**src/rtl/apb_arb_master.sv**
```systemverilog
// Two-requester APB master: round-robin arbitration, address decode check and
// ACCESS-phase timeout, with per-requester ack/done handshakes.
module apb_arb_master #(
   parameter logic [7:0]  ADDR_MAX = 8'h8C,
   parameter int unsigned TIMEOUT  = 15
) (
   input  logic       clk,
   input  logic       reset,
   input  logic       req0,
   input  logic       req1,
   input  logic       wr0,
   input  logic       wr1,
   input  logic [7:0] addr0,
   input  logic [7:0] addr1,
   input  logic [7:0] wdata0,
   input  logic [7:0] wdata1,
   output logic       ack0,
   output logic       ack1,
   output logic       done0,
   output logic       done1,
   output logic       err,
   output logic [7:0] rdata,
   output logic       psel,
   output logic       penable,
   output logic       pwrite,
   output logic [7:0] paddr,
   output logic [7:0] pwdata,
   input  logic       pready,
   input  logic [7:0] prdata
);
   localparam int unsigned CNT_W  = 8;
   localparam int unsigned DATA_W = 8;

   typedef enum logic [1:0] {IDLE, SETUP, ACCESS, RESP} state_t;

   state_t state, state_nxt;

   logic              ptr, ptr_nxt;
   logic              sel, sel_nxt;
   logic              wr_q, wr_nxt;
   logic [DATA_W-1:0] addr_q, addr_nxt;
   logic [DATA_W-1:0] wdata_q, wdata_nxt;
   logic [CNT_W-1:0]  cnt, cnt_nxt;

   logic              ack0_nxt, ack1_nxt, done0_nxt, done1_nxt, err_nxt;
   logic [DATA_W-1:0] rdata_nxt;
   logic              psel_nxt, penable_nxt, pwrite_nxt;
   logic [DATA_W-1:0] paddr_nxt, pwdata_nxt;

   logic              any_req, gnt1, decode_ok, timeout_hit, resp_sent;
   logic [DATA_W-1:0] gaddr;

   // Pointer selects the favoured requester only when both are asking
   assign any_req     = req0 | req1;
   assign gnt1        = req1 & (~req0 | ptr);
   assign gaddr       = gnt1 ? addr1 : addr0;
   assign decode_ok   = (gaddr <= ADDR_MAX);
   assign timeout_hit = (cnt == CNT_W'(TIMEOUT - 1));
   assign resp_sent   = done0 | done1;

   // State register
   always_ff @(posedge clk or negedge reset) begin
      if (!reset) state <= IDLE;
      else        state <= state_nxt;
   end

   // Next-state logic; ACCESS only samples pready once penable is on the bus
   always_comb begin
      state_nxt = state;
      case (state)
         IDLE:    if (any_req) state_nxt = decode_ok ? SETUP : RESP;
         SETUP:   state_nxt = ACCESS;
         ACCESS:  if (penable && (pready || timeout_hit)) state_nxt = RESP;
         RESP:    if (resp_sent) state_nxt = IDLE;
         default: state_nxt = IDLE;
      endcase
   end

   // Next values of the registered outputs and request holding registers
   always_comb begin
      ptr_nxt     = ptr;
      sel_nxt     = sel;
      wr_nxt      = wr_q;
      addr_nxt    = addr_q;
      wdata_nxt   = wdata_q;
      cnt_nxt     = cnt;
      ack0_nxt    = 1'b0;
      ack1_nxt    = 1'b0;
      done0_nxt   = 1'b0;
      done1_nxt   = 1'b0;
      err_nxt     = err;
      rdata_nxt   = rdata;
      psel_nxt    = psel;
      penable_nxt = penable;
      pwrite_nxt  = pwrite;
      paddr_nxt   = paddr;
      pwdata_nxt  = pwdata;
      case (state)
         IDLE: begin
            if (any_req) begin
               ack0_nxt  = ~gnt1;
               ack1_nxt  = gnt1;
               sel_nxt   = gnt1;
               ptr_nxt   = ~gnt1;
               wr_nxt    = gnt1 ? wr1 : wr0;
               addr_nxt  = gaddr;
               wdata_nxt = gnt1 ? wdata1 : wdata0;
            end
         end
         SETUP: begin
            psel_nxt    = 1'b1;
            penable_nxt = 1'b0;
            pwrite_nxt  = wr_q;
            paddr_nxt   = addr_q;
            pwdata_nxt  = wdata_q;
            cnt_nxt     = '0;
         end
         ACCESS: begin
            if (!penable) begin
               penable_nxt = 1'b1;
               cnt_nxt     = '0;
            end else if (pready || timeout_hit) begin
               psel_nxt    = 1'b0;
               penable_nxt = 1'b0;
               done0_nxt   = ~sel;
               done1_nxt   = sel;
               err_nxt     = ~pready;
               rdata_nxt   = (pready && !wr_q) ? prdata : DATA_W'(0);
            end else begin
               cnt_nxt = cnt + CNT_W'(1);
            end
         end
         RESP: begin
            // Decode errors arrive here without a done yet
            if (!resp_sent) begin
               done0_nxt = ~sel;
               done1_nxt = sel;
               err_nxt   = 1'b1;
               rdata_nxt = '0;
            end
         end
         default: ;
      endcase
   end

   always_ff @(posedge clk or negedge reset) begin
      if (!reset) begin
         ptr     <= 1'b0;
         sel     <= 1'b0;
         wr_q    <= 1'b0;
         addr_q  <= '0;
         wdata_q <= '0;
         cnt     <= '0;
         ack0    <= 1'b0;
         ack1    <= 1'b0;
         done0   <= 1'b0;
         done1   <= 1'b0;
         err     <= 1'b0;
         rdata   <= '0;
         psel    <= 1'b0;
         penable <= 1'b0;
         pwrite  <= 1'b0;
         paddr   <= '0;
         pwdata  <= '0;
      end else begin
         ptr     <= ptr_nxt;
         sel     <= sel_nxt;
         wr_q    <= wr_nxt;
         addr_q  <= addr_nxt;
         wdata_q <= wdata_nxt;
         cnt     <= cnt_nxt;
         ack0    <= ack0_nxt;
         ack1    <= ack1_nxt;
         done0   <= done0_nxt;
         done1   <= done1_nxt;
         err     <= err_nxt;
         rdata   <= rdata_nxt;
         psel    <= psel_nxt;
         penable <= penable_nxt;
         pwrite  <= pwrite_nxt;
         paddr   <= paddr_nxt;
         pwdata  <= pwdata_nxt;
      end
   end
endmodule
```
**config.mk**
```make
export PLATFORM = sky130hd
export DESIGN_NAME = apb_arb_master
export DESIGN_NICKNAME = d
export VERILOG_FILES = /design/src/rtl/apb_arb_master.sv
export SDC_FILE = /design/constraint.sdc
export NUM_CORES = 1
export LEC_CHECK = 0
export CORE_UTILIZATION = 53
export CTS_BUF_LIST = sky130_fd_sc_hd__clkbuf_8
export CTS_CLUSTER_SIZE = 30
export DETAILED_ROUTE_END_ITERATION = 10
export PLACE_DENSITY = 0.9
export SLEW_MARGIN = 5
export SYNTH_ARGS = -nofsm -noshare
export SYNTH_HDL_FRONTEND = slang
export SYNTH_SLANG_ARGS = --single-unit
```
**constraint.sdc**
```tcl
create_clock -name clk -period 3.2 [get_ports clk]
set_clock_uncertainty 0.1 [all_clocks]
set_input_delay 0.32 -clock clk [delete_from_list [all_inputs] [get_ports clk]]
set_output_delay 0.32 -clock clk [all_outputs]
set_load 0.01 [all_outputs]
```
==> results.json, run 1 <==
{
  "synth-xor-area-share_pct": 0,
  "drive_gt1_share_pct": 13.06,
  "vias_per_cell": 5.457,
  "endpoint_kind": "flip-flop",
  "r2r.worst_path.cells": 5,
  "ctsLongestPathBuffers": 2,
  "busiest_layer": "met2",
  "synth_edf_count": 0,
  "setup_viol": 0,
  "rsz0062_at_grt": "no",
  "grt_pass1_wl_mm": 10.29,
  "async_flop_share_pct": 100.0,
  "die_y_um": 74.64,
  "fmax_mhz": 473.1,
  "final_util_pct": 74.87,
  "cp_data_arrival_time_ns": 2.23,
  "mappedNetlistArea_mm2": 0.002796,
  "dpl_cell_area_mm2": 0.003649,
  "worst_r2r_startpoint": "state[0]$_DFFE_PN0P_",
  "met1_usage_pct": 30.09,
  "yosys_warnings": 0,
  "synth_cell_types": 40,
  "period_needed_ns": 2.114,
  "worstHoldPathCells": 1,
  "critPathKind": "flip-flop to flip-flop",
  "layout.nets": 387,
  "htree_levels": 3,
  "post-dp-hpwl_mm": 4.555,
  "drc": 0,
  "io_pins": 79,
  "drtIter0Drc": 117,
  "synth.top_cell.area_share_pct": 54.59,
  "hold_buffers": 1,
  "cts_tree": "done",
  "synth_most_common_cell": "dfrtp_1",
  "regToRegEndpoint": "err$_DFFE_PN0P_",
  "grt_remaining_overflow": 0,
  "worstMarginPinSlew_ns": 0.5594,
  "post-route-period-util_pct": 66.05,
  "antenna_found_initial": 0,
  "wl_per_cell_um": 15.46,
  "drt-pass1-iter-count": 4,
  "wirelength_mm": 6.291,
  "initial_core_util_pct": 54.75,
  "gr-usage-met3_pct": 6.560,
  "setup_tns_ns": 0,
  "slowest_stage": "dfrtp_1",
  "start_kind": "flip-flop",
  "synthFlopType": "dfrtp_1",
  "ys_seq_area_share_pct": 54.59,
  "grt_max_degree": 32,
  "synthTopCellsByCount": "dfrtp_1 (61), o21ai_0 (39), nand2_1 (32)",
  "hold_slack_ns": 0.3679,
  "maxCapViolations": 0,
  "ys_ff_latch": 61,
  "cts_setup_buffers": 0,
  "yosys.area_share.adder_pct": 2.685,
  "vias": 2221,
  "synth_top_family_by_area": "compound AO/OA/AOI/OAI gates",
  "dieArea_mm2": 0.005571,
  "yosys.area.top_type": "dfrtp_1",
  "r2r_slack_ns": 1.09,
  "synthTopCellsByArea": "dfrtp_1 (55%), mux2_2 (7.2%), o21ai_0 (7.0%), mux2i_1 (6.1%), nand2_1 (4.3%)",
  "hp-start": "sel$_DFFE_PN0P_",
  "path_max_fanout": 9,
  "avgSynthCellArea_um2": 11.19,
  "synth-compound-area-share_pct": 14.85,
  "muxShareOfSynthArea_pct": 13.87,
  "hold-path-endpoint": "done0$_DFF_PN0_",
  "ctsRootBufferMaster": "clkbuf_8",
  "grt_pass1_vias": 2268,
  "syn-num-nets": 303,
  "numPortBuffers": 78,
  "met2_usage_pct": 43.34,
  "clk_latency_ns": 0.33,
  "leakagePower_nw": 1.718,
  "worstPathRequired_ns": 3.32,
  "design_area_mm2": 0.003824,
  "syn2layout_area_growth_pct": 36.73,
  "slew_headroom_pct": 62.57,
  "hold_class": "flip-flop to flip-flop",
  "postCtsResizedCells": 0,
  "synth_cells": 250,
  "p_total_mw": 3.241,
  "report.final.hold_viol_count": 0,
  "slew_viol_final": 0,
  "fp-row-count": 26,
  "power_density_mw_per_mm2": 847.5,
  "vdd_drop_max_uv": 515.2,
  "die_w_um": 74.64,
  "grt_use_total_pct": 25.21,
  "cpPeakStageDelay_ns": 0.43,
  "cts.sinks": 61,
  "ant_nets": 0,
  "coreArea_mm2": 0.005107,
  "path_cells": "ha_1 > nor3b_2 > a21oi_1 > or2_1 > mux2_4",
  "path_clk_slew_ns": 0.07,
  "gp_congestion": 0.8379,
  "insertedDiodeCount": 0,
  "status": "finished, final reports clean",
  "cts_buffers": 9,
  "synth_simple_gate_area_share_pct": 11.32
}
layer usage:
layer  vias up  part of all wire [%]
met5         -                     0
li1       1059                     -
met4         0                   2.0
met3        13                   6.4
met2        93                    50
met1      1056                    42
layout make-up:
type                    instances  area, µm²
fillers                       351       1284
well taps                      70      87.58
repair buffers                 84      823.3
flip-flops and latches         61       1526
inverters                       6      22.52
multi-input cells             172       1199
clock buffers                  11      151.4
clock inverters                 3      13.76
worst max-delay path, delay by kind of cell, from the launching register on:
| family | cells | cell delay [ns] |
|---|---|---|
| fa+ha+maj | 1 | 0.23 |
| mux | 1 | 0.32 |
| flops | 1 | 0.43 |
| simple gates | 2 | 0.50 |
| compound gates | 1 | 0.41 |
where the power goes:
group          switching, mW  internal, mW  total, mW
clock                  0.270         0.309      0.579
combinational          0.661         0.736       1.40
sequential             0.191          1.07       1.26
total                   1.12          2.12       3.24
stage by stage:
step | cells | worst slack, ns
6_report | 407 | 1.086
5_1_grt | 407 | 0.8926
4_1_cts | 407 | 1.095
3_5_place_dp | 392 | 1.050
3_3_place_gp | 392 | 1.103
2_1_floorplan | 250 | 1.344
flip-flops by register name, indices dropped and copies added, names as in the netlist:
signal / count
ack0: 1
ack1: 1
addr_q: 8
cnt: 8
done0: 1
done1: 1
err: 1
paddr: 8
penable: 1
psel: 1
ptr: 1
pwdata: 8
pwrite: 1
rdata: 8
sel: 1
state: 2
wdata_q: 8
wr_q: 1
cell usage in the layout, fill, tap and decap left out, drive strengths merged, types with 3 or more instances in the layout:
| master | instances |
|---|---|
| dfrtp | 61 |
| mux2i | 17 |
| mux2 | 19 |
| nand2 | 33 |
| o211ai | 4 |
| a21o | 3 |
| and2 | 3 |
| nor2 | 8 |
| clkdlybuf4s50 | 77 |
| buf | 6 |
| a21oi | 4 |
| clkbuf | 11 |
| nor3 | 3 |
| nand3 | 3 |
| ha | 6 |
| inv | 7 |
| o21ai | 39 |
how the worst max path moves through the flow:
stage / from / endpoint / slack [ns] / depth (start not counted)
2_1_floorplan: state[0]$_DFFE_PN0P_ / err$_DFFE_PN0P_ / 1.34 / 6
3_3_place_gp: pready / err$_DFFE_PN0P_ / 1.10 / 5
3_5_place_dp: pready / err$_DFFE_PN0P_ / 1.05 / 5
4_1_cts: state[0]$_DFFE_PN0P_ / err$_DFFE_PN0P_ / 1.10 / 5
5_1_grt: state[0]$_DFFE_PN0P_ / err$_DFFE_PN0P_ / 0.89 / 5
6_report: state[0]$_DFFE_PN0P_ / err$_DFFE_PN0P_ / 1.09 / 5
logic make-up after synthesis:
| kind of cell | count (synthesis) |
|---|---|
| buffers and inverters | 17 |
| adders and majority gates | 6 |
| AOI/OAI and AO/OA | 67 |
| and+or+nand+nor | 63 |
| DFF | 61 |
| muxes | 36 |
No activity file was read; power rests on OpenSTA's default activity.
==> run 2, diff against run 1 <==
--- a/config.mk
+++ b/config.mk
@@ -5,11 +5,11 @@
 export SDC_FILE = /design/constraint.sdc
 export NUM_CORES = 1
 export LEC_CHECK = 0
-export CORE_UTILIZATION = 53
+export CORE_UTILIZATION = 45
 export CTS_BUF_LIST = sky130_fd_sc_hd__clkbuf_8
 export CTS_CLUSTER_SIZE = 30
 export DETAILED_ROUTE_END_ITERATION = 10
-export PLACE_DENSITY = 0.9
+export PLACE_DENSITY = 0.82
 export SLEW_MARGIN = 5
 export SYNTH_ARGS = -nofsm -noshare
 export SYNTH_HDL_FRONTEND = slang
==> constraint.sdc (replaced) <==
create_clock -name clk -period 1.9 [get_ports clk]
set_clock_uncertainty 0.1 [all_clocks]
set_input_delay 0.19 -clock clk [delete_from_list [all_inputs] [get_ports clk]]
set_output_delay 0.19 -clock clk [all_outputs]
set_load 0.01 [all_outputs]
==> run 2 against run 1 <==
Combinational power is 85% higher; hold slack worse by 0.066 ns; core utilization is 7.9 points lower; critical path depth is 1 higher; sequential power is 67% higher; routed wire length is 1.4% higher; via count is 0.23% higher; critical path type unchanged; largest power group unchanged.
==> results.json, run 2 (synthesis results as in run 1) <==
{
  "cts_tree": "done",
  "drc": 0,
  "wirelength_mm": 6.379,
  "report.final.hold_viol_count": 0,
  "cts.sinks": 61,
  "stdcell_count": 422,
  "drt-pass1-iter-count": 4,
  "final_common_cell": "clkdlybuf4s50_1",
  "grt_remaining_overflow": 0,
  "layout.nets": 395,
  "endpoint_kind": "flip-flop",
  "vias": 2226,
  "worst_r2r_startpoint": "cnt[0]$_DFFE_PN0P_",
  "grt_pass1_wl_mm": 10.44,
  "vdd_drop_max_uv": 716.8,
  "die_y_um": 80.83,
  "worstPathRequired_ns": 2.00,
  "ctsLongestPathBuffers": 2,
  "post-dp-hpwl_mm": 4.695,
  "setup_tns_ns": 0,
  "leakagePower_nw": 1.789,
  "rsz0062_at_grt": "no",
  "die_w_um": 80.83,
  "cts_buffers": 9,
  "vias_per_cell": 5.275,
  "grt_pass1_vias": 2255,
  "dieArea_mm2": 0.006533,
  "path_clk_slew_ns": 0.07,
  "ant_nets": 0,
  "numPortBuffers": 78,
  "grt_use_total_pct": 21.42,
  "dpl_cell_area_mm2": 0.003737,
  "final_util_pct": 66.95,
  "design_area_mm2": 0.003988,
  "status": "finished, final reports clean",
  "initial_core_util_pct": 46.95,
  "coreArea_mm2": 0.005956,
  "critPathKind": "flip-flop to flip-flop",
  "syn2layout_area_growth_pct": 42.59,
  "regToRegEndpoint": "cnt[4]$_DFFE_PN0P_",
  "drtIter0Drc": 137,
  "cp_data_arrival_time_ns": 1.87,
  "antenna_found_initial": 0,
  "wl_per_cell_um": 15.12,
  "drive_gt1_share_pct": 16.14,
  "power_density_mw_per_mm2": 1477,
  "insertedDiodeCount": 0,
  "fp-row-count": 28,
  "gp_congestion": 0.8298,
  "post-route-period-util_pct": 93.54,
  "htree_levels": 3,
  "hold_class": "primary input to asynchronous set/reset pin",
  "period_needed_ns": 1.777,
  "r2r_slack_ns": 0.12,
  "ctsRootBufferMaster": "clkbuf_8",
  "slew_headroom_pct": 76.86,
  "worstMarginPinSlew_ns": 0.3471,
  "clk_latency_ns": 0.33,
  "r2r.worst_path.cells": 6,
  "mostFrequentLayoutCells": "clkdlybuf4s50_1 (77), dfrtp_1 (61), o21ai_0 (38), nand2_1 (32), mux2_2 (18)",
  "place_inst": 403,
  "setup_viol": 0,
  "start_kind": "flip-flop",
  "slew_viol_final": 0,
  "maxCapViolations": 0,
  "fmax_mhz": 562.7,
  "path_max_fanout": 5,
  "io_pins": 79,
  "grt_max_degree": 62,
  "p_total_mw": 5.888
}
-- run 2: cell types whose count changed in the layout (fill, tap and decap cells not counted), sizes merged --
cell      before  now
clkinvlp       0    1
clkinv         2    1
buf            6   14
bufinv         0    1
clkbuf        11   12
-- run 2: cell type report --
type	count	area, µm²
inverter	6	22.52
timing repair buffer	92	920.9
multi-input combinational	172	1212
tap	75	93.84
fill	474	1968
clock buffer	12	165.2
clock inverter	4	46.29
sequential	61	1526
-- run 2: how the worst max path moves through the flow --
stage | startpoint | endpoint | slack (ns)
after global routing | cnt[0]$_DFFE_PN0P_ | state[0]$_DFFE_PN0P_ | 0.0006
after detailed placement | state[1]$_DFFE_PN0P_ | rdata[2]$_DFFE_PN0P_ | 0.05
after floorplan | state[0]$_DFFE_PN0P_ | err$_DFFE_PN0P_ | 0.04
after global placement | state[1]$_DFFE_PN0P_ | err$_DFFE_PN0P_ | 0.16
after CTS | state[1]$_DFFE_PN0P_ | rdata[2]$_DFFE_PN0P_ | 0.02
final | cnt[0]$_DFFE_PN0P_ | cnt[4]$_DFFE_PN0P_ | 0.12
-- run 2: report_power, final --
group	total, mW	leakage, nW	internal [mW]	switching, mW
Clock	1.20	0.110	0.706	0.490
Combinational	2.59	0.903	1.41	1.18
Sequential	2.10	0.776	1.81	0.298
Total	5.89	1.79	3.92	1.97
-- run 2: repair_timing --
item | CTS | global route
hold buffers | 1 | 0
setup endpoints to repair | 0 | 12
endpoints found under the hold margin | 61 | 0
gates resized for setup | 0 | 3
setup buffers | 0 | 2
-- run 2: stage by stage --
step | worst slack [ns] | hold WS, ns
finish | 0.1228 | 0.3019
global route | 0.0005920 | 0.3158
CTS | 0.02156 | 0.3005
detailed placement | 0.04816 | 0.1265
global placement | 0.1569 | 0.1218
floorplan | 0.04389 | -0.2056
-- run 2: per-layer routing --
| layer | track usage (%) | vias up | share of wire (%) |
|---|---|---|---|
| met4 | 6.964 | 0 | 0.36 |
| met2 | 35.38 | 87 | 51 |
| met3 | 8.652 | 2 | 8.2 |
| met5 | 0 | - | 0 |
| met1 | 25.36 | 1055 | 41 |
| li1 | - | 1082 | - |
-- run 2: critical path, cell delays in order (launching register included) --
cell and delay [ns]:
dfrtp_1 0.38, inv_1 0.06, ha_1 0.18, and4b_1 0.21, a21o_1 0.24, o311ai_0 0.35, o31ai_1 0.13
==> run 3, diff against run 2 <==
--- a/config.mk
+++ b/config.mk
@@ -7,6 +7,7 @@
 export LEC_CHECK = 0
 export CORE_UTILIZATION = 45
 export CTS_BUF_LIST = sky130_fd_sc_hd__clkbuf_8
+export CTS_CLUSTER_DIAMETER = 60
 export CTS_CLUSTER_SIZE = 30
 export DETAILED_ROUTE_END_ITERATION = 10
 export PLACE_DENSITY = 0.82
==> results of run 3 <==
Final layout, timing and power as in run 2 (identical DEF).
